File: config.mk
export PLATFORM = sky130hd
export DESIGN_NAME = pipe_ctrl_flat
export DESIGN_NICKNAME = d
export VERILOG_FILES = /design/src/rtl/instruction_pkg.sv /design/src/rtl/pipe_ctrl_if.sv /design/src/rtl/pipe_hazard.sv /design/src/rtl/pipe_ctrl.sv /design/src/flat_wrapper.sv
export SDC_FILE = /design/constraint.sdc
export NUM_CORES = 1
export LEC_CHECK = 0
export ABC_AREA = 1
export CAP_MARGIN = 20
export CORE_MARGIN = 8
export CORE_UTILIZATION = 49
export CTS_CLUSTER_DIAMETER = 200
export DETAILED_ROUTE_END_ITERATION = 8
export GPL_ROUTABILITY_DRIVEN = 0
export GPL_TIMING_DRIVEN = 0
export PLACE_DENSITY = 0.8
export SYNTH_ARGS = -nofsm -noshare
export SYNTH_HDL_FRONTEND = slang
export SYNTH_HIERARCHICAL = 1
export SYNTH_SLANG_ARGS = --single-unit
File: constraint.sdc
create_clock -name clk -period 2.5 [get_ports clk]
set_clock_uncertainty 0.2 [all_clocks]
set_input_delay 0.5 -clock clk [delete_from_list [all_inputs] [get_ports clk]]
set_output_delay 0.5 -clock clk [all_outputs]
set_load 0.02 [all_outputs]
File: src/rtl/instruction_pkg.sv
// instruction_pkg: pipeline stage encoding and default instruction ID width
package instruction_pkg;
  typedef enum logic [1:0] {STG_I, STG_X, STG_M, STG_R} stage_e;
  localparam int ID_W_DEF = 32;
endpackage

File: src/rtl/pipe_ctrl_if.sv
// pipe_ctrl_if: fetch handshake, hazard operands, redirect/stall inputs, stage status and kill report
interface pipe_ctrl_if #(parameter int ID_W = instruction_pkg::ID_W_DEF);
  logic fetch_v, fetch_ready;
  logic [4:0] i_rs1, i_rs2, x_rd, m_rd;
  logic i_rs1_use, i_rs2_use, x_rdv, x_load, m_rdv, pcv, mem_busy;
  logic inst_v_i, inst_v_x, inst_v_m, inst_v_r, kill_v;
  logic [ID_W-1:0] ci, cx, cm, cr, kill_id;
  modport master (
    output fetch_v, i_rs1, i_rs2, i_rs1_use, i_rs2_use, x_rd, x_rdv, x_load, m_rd, m_rdv, pcv, mem_busy,
    input fetch_ready, inst_v_i, inst_v_x, inst_v_m, inst_v_r, ci, cx, cm, cr, kill_v, kill_id
  );
  modport slave (
    input fetch_v, i_rs1, i_rs2, i_rs1_use, i_rs2_use, x_rd, x_rdv, x_load, m_rd, m_rdv, pcv, mem_busy,
    output fetch_ready, inst_v_i, inst_v_x, inst_v_m, inst_v_r, ci, cx, cm, cr, kill_v, kill_id
  );
endinterface

File: src/rtl/pipe_hazard.sv
// pipe_hazard: does a valid nonzero destination feed either enabled I-stage source
module pipe_hazard (
  input  logic [4:0] rs1,
  input  logic [4:0] rs2,
  input  logic       rs1_use,
  input  logic       rs2_use,
  input  logic [4:0] rd,
  input  logic       rdv,
  output logic       hit
);
  assign hit = rdv & (rd != 5'd0) & ((rs1_use & (rs1 == rd)) | (rs2_use & (rs2 == rd)));
endmodule

File: src/rtl/pipe_ctrl.sv
// pipe_ctrl: I/X/M/R valid+ID tracking with stall, bubble and squash; PIPE_CTRL_FORWARD_EN limits hazards to load-use
module pipe_ctrl import instruction_pkg::*; #(
  parameter int ID_W = ID_W_DEF
) (
  input logic clk,
  input logic reset,
  pipe_ctrl_if.slave p
);
  logic x_q, x_hit, hazard, squash, accept;
  logic [ID_W-1:0] next_id;
  pipe_hazard u_hx (
    .rs1(p.i_rs1), .rs2(p.i_rs2), .rs1_use(p.i_rs1_use), .rs2_use(p.i_rs2_use),
    .rd(p.x_rd), .rdv(x_q), .hit(x_hit)
  );
`ifdef PIPE_CTRL_FORWARD_EN
  assign x_q = p.inst_v_x & p.x_load;
  assign hazard = p.inst_v_i & x_hit;
`else
  logic m_hit;
  pipe_hazard u_hm (
    .rs1(p.i_rs1), .rs2(p.i_rs2), .rs1_use(p.i_rs1_use), .rs2_use(p.i_rs2_use),
    .rd(p.m_rd), .rdv(p.inst_v_m & p.m_rdv), .hit(m_hit)
  );
  assign x_q = p.inst_v_x & p.x_rdv;
  assign hazard = p.inst_v_i & (x_hit | m_hit);
`endif
  assign squash = p.pcv & !p.mem_busy;
  assign p.fetch_ready = reset & !p.mem_busy & !hazard & !p.pcv;
  assign accept = p.fetch_v & p.fetch_ready;
  // stage advance: M stall freezes everything, then redirect beats hazard, else I moves to X
  always_ff @(posedge clk) begin
    if (!reset) begin
      p.inst_v_i <= 1'b0;
      p.inst_v_x <= 1'b0;
      p.inst_v_m <= 1'b0;
      p.inst_v_r <= 1'b0;
      p.kill_v <= 1'b0;
      p.ci <= '0;
      p.cx <= '0;
      p.cm <= '0;
      p.cr <= '0;
      p.kill_id <= '0;
      next_id <= '0;
    end else begin
      p.inst_v_r <= p.inst_v_m & !p.mem_busy;
      p.cr <= p.cm;
      p.kill_v <= squash & p.inst_v_i;
      if (squash & p.inst_v_i) p.kill_id <= p.ci;
      if (!p.mem_busy) begin
        p.inst_v_m <= p.inst_v_x;
        p.cm <= p.cx;
        if (p.pcv) begin
          p.inst_v_x <= 1'b0;
          p.inst_v_i <= 1'b0;
        end else if (hazard) begin
          p.inst_v_x <= 1'b0;
        end else begin
          p.inst_v_x <= p.inst_v_i;
          p.cx <= p.ci;
          p.inst_v_i <= accept;
          if (accept) begin
            p.ci <= next_id;
            next_id <= next_id + 1'b1;
          end
        end
      end
    end
  end
endmodule

File: src/flat_wrapper.sv
// flat-port wrapper written by rule: the top's interface ports become plain ports
module pipe_ctrl_flat import instruction_pkg::*;
#(
  parameter int ID_W = ID_W_DEF
)
  (clk, reset, p_fetch_v, p_i_rs1, p_i_rs2, p_i_rs1_use, p_i_rs2_use, p_x_rd, p_x_rdv, p_x_load, p_m_rd, p_m_rdv, p_pcv, p_mem_busy, p_fetch_ready, p_inst_v_i, p_inst_v_x, p_inst_v_m, p_inst_v_r, p_ci, p_cx, p_cm, p_cr, p_kill_v, p_kill_id);
  pipe_ctrl_if #(.ID_W(ID_W)) p_i ();
  input logic clk;
  input logic reset;
  input wire logic [$bits(p_i.fetch_v)-1:0] p_fetch_v;
  input wire logic [$bits(p_i.i_rs1)-1:0] p_i_rs1;
  input wire logic [$bits(p_i.i_rs2)-1:0] p_i_rs2;
  input wire logic [$bits(p_i.i_rs1_use)-1:0] p_i_rs1_use;
  input wire logic [$bits(p_i.i_rs2_use)-1:0] p_i_rs2_use;
  input wire logic [$bits(p_i.x_rd)-1:0] p_x_rd;
  input wire logic [$bits(p_i.x_rdv)-1:0] p_x_rdv;
  input wire logic [$bits(p_i.x_load)-1:0] p_x_load;
  input wire logic [$bits(p_i.m_rd)-1:0] p_m_rd;
  input wire logic [$bits(p_i.m_rdv)-1:0] p_m_rdv;
  input wire logic [$bits(p_i.pcv)-1:0] p_pcv;
  input wire logic [$bits(p_i.mem_busy)-1:0] p_mem_busy;
  output wire logic [$bits(p_i.fetch_ready)-1:0] p_fetch_ready;
  output wire logic [$bits(p_i.inst_v_i)-1:0] p_inst_v_i;
  output wire logic [$bits(p_i.inst_v_x)-1:0] p_inst_v_x;
  output wire logic [$bits(p_i.inst_v_m)-1:0] p_inst_v_m;
  output wire logic [$bits(p_i.inst_v_r)-1:0] p_inst_v_r;
  output wire logic [$bits(p_i.ci)-1:0] p_ci;
  output wire logic [$bits(p_i.cx)-1:0] p_cx;
  output wire logic [$bits(p_i.cm)-1:0] p_cm;
  output wire logic [$bits(p_i.cr)-1:0] p_cr;
  output wire logic [$bits(p_i.kill_v)-1:0] p_kill_v;
  output wire logic [$bits(p_i.kill_id)-1:0] p_kill_id;
  assign p_i.fetch_v = p_fetch_v;
  assign p_i.i_rs1 = p_i_rs1;
  assign p_i.i_rs2 = p_i_rs2;
  assign p_i.i_rs1_use = p_i_rs1_use;
  assign p_i.i_rs2_use = p_i_rs2_use;
  assign p_i.x_rd = p_x_rd;
  assign p_i.x_rdv = p_x_rdv;
  assign p_i.x_load = p_x_load;
  assign p_i.m_rd = p_m_rd;
  assign p_i.m_rdv = p_m_rdv;
  assign p_i.pcv = p_pcv;
  assign p_i.mem_busy = p_mem_busy;
  assign p_fetch_ready = p_i.fetch_ready;
  assign p_inst_v_i = p_i.inst_v_i;
  assign p_inst_v_x = p_i.inst_v_x;
  assign p_inst_v_m = p_i.inst_v_m;
  assign p_inst_v_r = p_i.inst_v_r;
  assign p_ci = p_i.ci;
  assign p_cx = p_i.cx;
  assign p_cm = p_i.cm;
  assign p_cr = p_i.cr;
  assign p_kill_v = p_i.kill_v;
  assign p_kill_id = p_i.kill_id;
  pipe_ctrl #(.ID_W(ID_W)) u_core (.clk(clk), .reset(reset), .p(p_i));
endmodule
---- After elaboration in Yosys (flattened, before gate mapping) ----
Index checks and enable logic that the tools add are counted.
cells by class
  bitwise operators ....................... 24
  muxes and demuxes ....................... 4
  reductions and logical operators ........ 8
  add/sub/neg operators ................... 1
  eq/ne operators ......................... 5
operators with widths
  operator                 number
  $add A32 B1 Y32 const B  1
  $eq A5 B5 Y1             4
  $and A1 B1 Y1            18
  $reduce_bool A5 Y1       2
  $mux W1                  4
  $reduce_and A4 Y1        1
  $logic_not A1 Y1         3
  $not A1 Y1               3
  $or A1 B1 Y1             3
  $reduce_and A3 Y1        1
  $ne A2 B2 Y1 const B     1
  $reduce_and A2 Y1        1
word-level totals
  flip-flop bits (word level) ............. 197
  logic and storage cells ................. 53
  output and inout bits ................... 166
  input bits .............................. 30

---- Depth between registers and ports, before layout ----
  word-level depth ........................ 12
  gate-level depth with buffers ........... 15
  gate-level depth less buffers ........... 14

---- By module ----
Netlist, hierarchy kept.
by module, submodules not included
  module       cells an instance  area an instance (um^2)  instances  seq. area each (um^2)
  pipe_ctrl    884                7,085.5                  1          3,943.8
  pipe_hazard  54                 216.5                    2          0.0

---- Least setup slack after synthesis ----
No wires, ideal clock.
  path kind ............................... input-to-output
  start point ............................. input p_m_rd[2]
  end point ............................... output p_fetch_ready
  path buffers ............................ 0
  cell stages on the path ................. 7
  arrival ................................. 1.378 ns
  path slack .............................. 0.422 ns
  required time ........................... 1.800 ns
  path through ............................ inv_1 nand4_1 o21ai_0 a21oi_1 o21ai_0 nand3_2 inv_1
between the ends
  longest elaborated chain between the ends .. 9
  elaborated cells between the ends (all ways) .. 13
  classes of those cells .................. eq/ne (2); bitwise (9); reduce/logical (2)
ends and longest elaborated chain
  what                          RTL line            text
  start: declaration            flat_wrapper.sv:18  input wire logic [$bits(p_i.m_rd)-1:0] p_m_rd;
  $eq A5 B5 Y1                  pipe_hazard.sv:11   assign hit = rdv & (rd != 5'd0) & ((rs1_use & (rs1 == rd)) | (rs2_use & (rs2 == rd)));
  $and A1 B1 Y1                 pipe_hazard.sv:11
  $or A1 B1 Y1                  pipe_hazard.sv:11
  $and A1 B1 Y1 *               pipe_hazard.sv:11
  net u_core.m_hit              pipe_ctrl.sv:19     logic m_hit;
  $or A1 B1 Y1 *                pipe_ctrl.sv:25     assign hazard = p.inst_v_i & (x_hit | m_hit);
  $and A1 B1 Y1 *               pipe_ctrl.sv:25
  $logic_not A1 Y1 *            pipe_ctrl.sv:28     assign p.fetch_ready = reset & !p.mem_busy & !hazard & !p.pcv;
  $and A1 B1 Y1 * (2 in a row)  pipe_ctrl.sv:28
  end: declaration              flat_wrapper.sv:22  output wire logic [$bits(p_i.fetch_ready)-1:0] p_fetch_ready;
The timed path passes the listed nets; every way through them passes the cells marked *.

---- Worst setup path after layout ----
  start point ............................. input p_x_rd[3]
  end point ............................... output p_fetch_ready
between the ends
  longest elaborated chain between the ends .. 9
  elaborated cells between the ends (all ways) .. 13
  classes of those cells .................. eq/ne (2); bitwise (9); reduce/logical (2)
ends and longest elaborated chain
  what                          RTL line            text
  start: declaration            flat_wrapper.sv:15  input wire logic [$bits(p_i.x_rd)-1:0] p_x_rd;
  $eq A5 B5 Y1                  pipe_hazard.sv:11
  $and A1 B1 Y1                 pipe_hazard.sv:11
  $or A1 B1 Y1                  pipe_hazard.sv:11
  $and A1 B1 Y1 *               pipe_hazard.sv:11
  net u_core.x_hit              pipe_ctrl.sv:9      logic x_q, x_hit, hazard, squash, accept;
  $or A1 B1 Y1 *                pipe_ctrl.sv:25
  $and A1 B1 Y1 *               pipe_ctrl.sv:25
  $logic_not A1 Y1 *            pipe_ctrl.sv:28
  $and A1 B1 Y1 * (2 in a row)  pipe_ctrl.sv:28
Marked as above.

==> flow_metrics.tcl <==
set metrics [dict create \
    status "completed" \
    die_height_um 140 \
    worstSetupPathType "input pin to output pin" \
    seq_power_share_pct 49.4 \
    clock-sinks 197 \
    num_vias 7320 \
    crit_path_start_kind "input pin" \
    drt_wl_total_um 23100 \
    instances_no_fill 1408 \
    drc_errors 0 \
    avgSynthCellArea_um2 7.58 \
    antenna_found_initial 1 \
    dp_cells 1372 \
    synthFlopType "dfxtp_1" \
    final_core_util_pct 68.4 \
    endpoint_kind "output pin" \
    worst_pin_slew_ns 0.615 \
    cts_hold_buf 0 \
    p_leak_uw 0.00432 \
    core_area_mm2 0.0151 \
    syn_area_mm2 0.00752 \
    power_density_mw_per_mm2 648 \
    hp-class "input pin to flip-flop" \
    dp_hpwl_um 17800 \
    synth_nets 1023 \
    numCtsBuffers 17 \
    grt_max_degree 21 \
    grt_first_pass_wirelength_um 36000 \
    drive_above_1_share_pct 7.88 \
    max_freq_ghz 0.414 \
    cts.root.buffer_cell "clkbuf_16" \
    cts_tree "built" \
    finalSetupViolations 0 \
    insertion_delay_ns 0.43 \
    critical_path_arrival_ns 1.72 \
    seq_area_frac_synth_pct 52.5 \
    finalPower_uw 6680 \
    drv_cap 0 \
    vias_per_cell 5.20 \
    first_pass_iters 5 \
    ios 196 \
    switchingPower_uw 1810 \
    yosysWarnings 6 \
    area_growth_syn_to_layout_pct 37.2 \
    placed_cell_area_mm2 0.00968 \
    async_flop_share_pct 0 \
    grtUsageTotal_pct 23.2 \
    synth_edf_count 0 \
    period_share_pct 96.6 \
    slew_viol_final 0 \
    slew_headroom_pct 59.0 \
    ant_nets 0 \
    power.internal_uw 4880 \
    drt-initial-drc-count 616 \
    cp_data_required_time_ns 1.80 \
    stdcell_area_mm2 0.0103 \
    nNetsFinal 1237 \
    clkPwrFrac_pct 39.7 \
    dieWidth_um 140 \
    finalHoldViolCount 0 \
    cts_max_level 4 \
    wl_per_cell_um 16.4 \
    rows 45 \
    io_buffers 192 \
    start_util_pct 49.8 \
    grt.overflow.total 0 \
    yosysUniqueCellTypes 26 \
    cts.clk_slew.worst_paths_ns 0.07 \
    synth_cells 992 \
    ir_drop_mv 0.484 \
    grt_pass1_vias 6554 \
    die-area_mm2 0.0196 \
    crit_fanout 3 \
    combPwrFrac_pct 10.8 \
    period_needed_ns 2.42 \
    switching_share_pct 27.1 \
    finalSetupTns_ns 0 \
    ys_ff_latch 197 \
    clk_path_buf_depth 2 \
]
==> timing repair <==
item                       in CTS  in global routing
buffers inserted                2                  0
pin swaps                      10                  8
cloned                          0                  1
resized for setup              34                 26
setup endpoints to repair      16                 65
==> cell type report <==
class | instances | area (µm²)
buffer | 51 | 258
fill | 1225 | 4770
tap | 188 | 235
inverter | 124 | 465
multi-input combinational | 621 | 2910
clock inverter | 15 | 155
clock buffer | 17 | 425
sequential | 197 | 3940
timing repair buffer | 194 | 1920
antenna | 1 | 2.50
==> synth_stat cells (all sizes together), types with 7 or more instances <==
cell type / n / area share [%]
dfxtp: 197 / 52
nand4: 10 / 0.83
nor3: 7 / 0.47
buf: 29 / 2.1
a22oi: 32 / 3.2
a21oi: 104 / 7.0
nor2: 125 / 6.8
o21ai: 69 / 4.6
inv: 124 / 6.2
nand3: 64 / 4.3
nand2: 205 / 10
clkbuf: 22 / 1.1
==> metal layers <==
metal	wire length, µm	GRT usage, %
met1	9530	28.8
met2	11200	38.5
met3	1780	4.92
met4	599	9.14
met5	0	0
==> power by group through the flow <==
stage	registers [µW]	logic, µW	clock network (µW)
final	3300	725	2660
after global routing	3320	780	2840
after CTS	3300	717	2680
after detailed placement	3380	721	0
after global placement	3370	712	0
after floorplan	3500	235	0
==> cell families after synthesis <==
logic type | Yosys count | synth area share [%]
flops | 197 | 52.5
fa+ha+maj | 1 | 0.166
buf+inv | 175 | 9.45
simple gates | 412 | 22.9
compound gates | 205 | 14.8
xor+xnor | 2 | 0.233
==> sequential cells by signal, indices dropped and copies added (netlist names), 32 cells and up <==
signal            flops
u_core/p.ci          32
u_core/p.cr          32
u_core/p.cx          32
u_core/next_id       32
u_core/p.cm          32
u_core/p.kill_id     32
==> worst max-delay path, stage by stage <==
cell and delay [ns]:
dlygate4sd2_1 0.25, inv_2 0.07, nand2_2 0.05, nand2_1 0.06
nor2_2 0.14, nand3_1 0.10, a21oi_2 0.19, o21ai_2 0.08
nand3_2 0.07, inv_1 0.04, buf_4 0.15
==> metrics by stage <==
stage / hold slack (ns) / setup slack [ns]
after floorplan: 0.258 / 0.422
after global placement: 0.242 / -0.763
after detailed placement: 0.245 / -0.716
after CTS: 0.194 / 0.00117
after global routing: 0.223 / -0.00881
final: 0.214 / 0.0843
==> placed cells by master, fill, tap and decap left out, types with 5 or more instances in the layout <==
master	n
nand2_1	200
dfxtp_1	197
clkdlybuf4s50_1	169
inv_1	115
nor2_1	111
a21oi_1	100
o21ai_0	66
nand3_1	62
a22oi_1	32
clkbuf_1	19
clkbuf_16	17
dlygate4sd2_1	14
buf_2	13
nand4_1	10
inv_2	9
nor2_2	9
inv_6	7
buf_1	7
nor3_1	7
nor2_4	6
clkdlybuf4s15_1	6
buf_4	6
nand2_2	5
==> path summary, 6_finish.rpt <==
path | startpoint | to | slack [ns] | cells past startpoint
hold reg to reg | u_core/p.cm[24] | u_core/p.cr[24] | 0.26 | 2
setup / recovery | p_x_rd[3] | p_fetch_ready | 0.08 | 11
setup reg to reg | u_core/p.inst_v_x | u_core/p.ci[19] | 0.29 | 13
hold / removal | p_pcv | u_core/p.kill_id[0] | 0.21 | 3
Power figures use the tool's default switching activity.
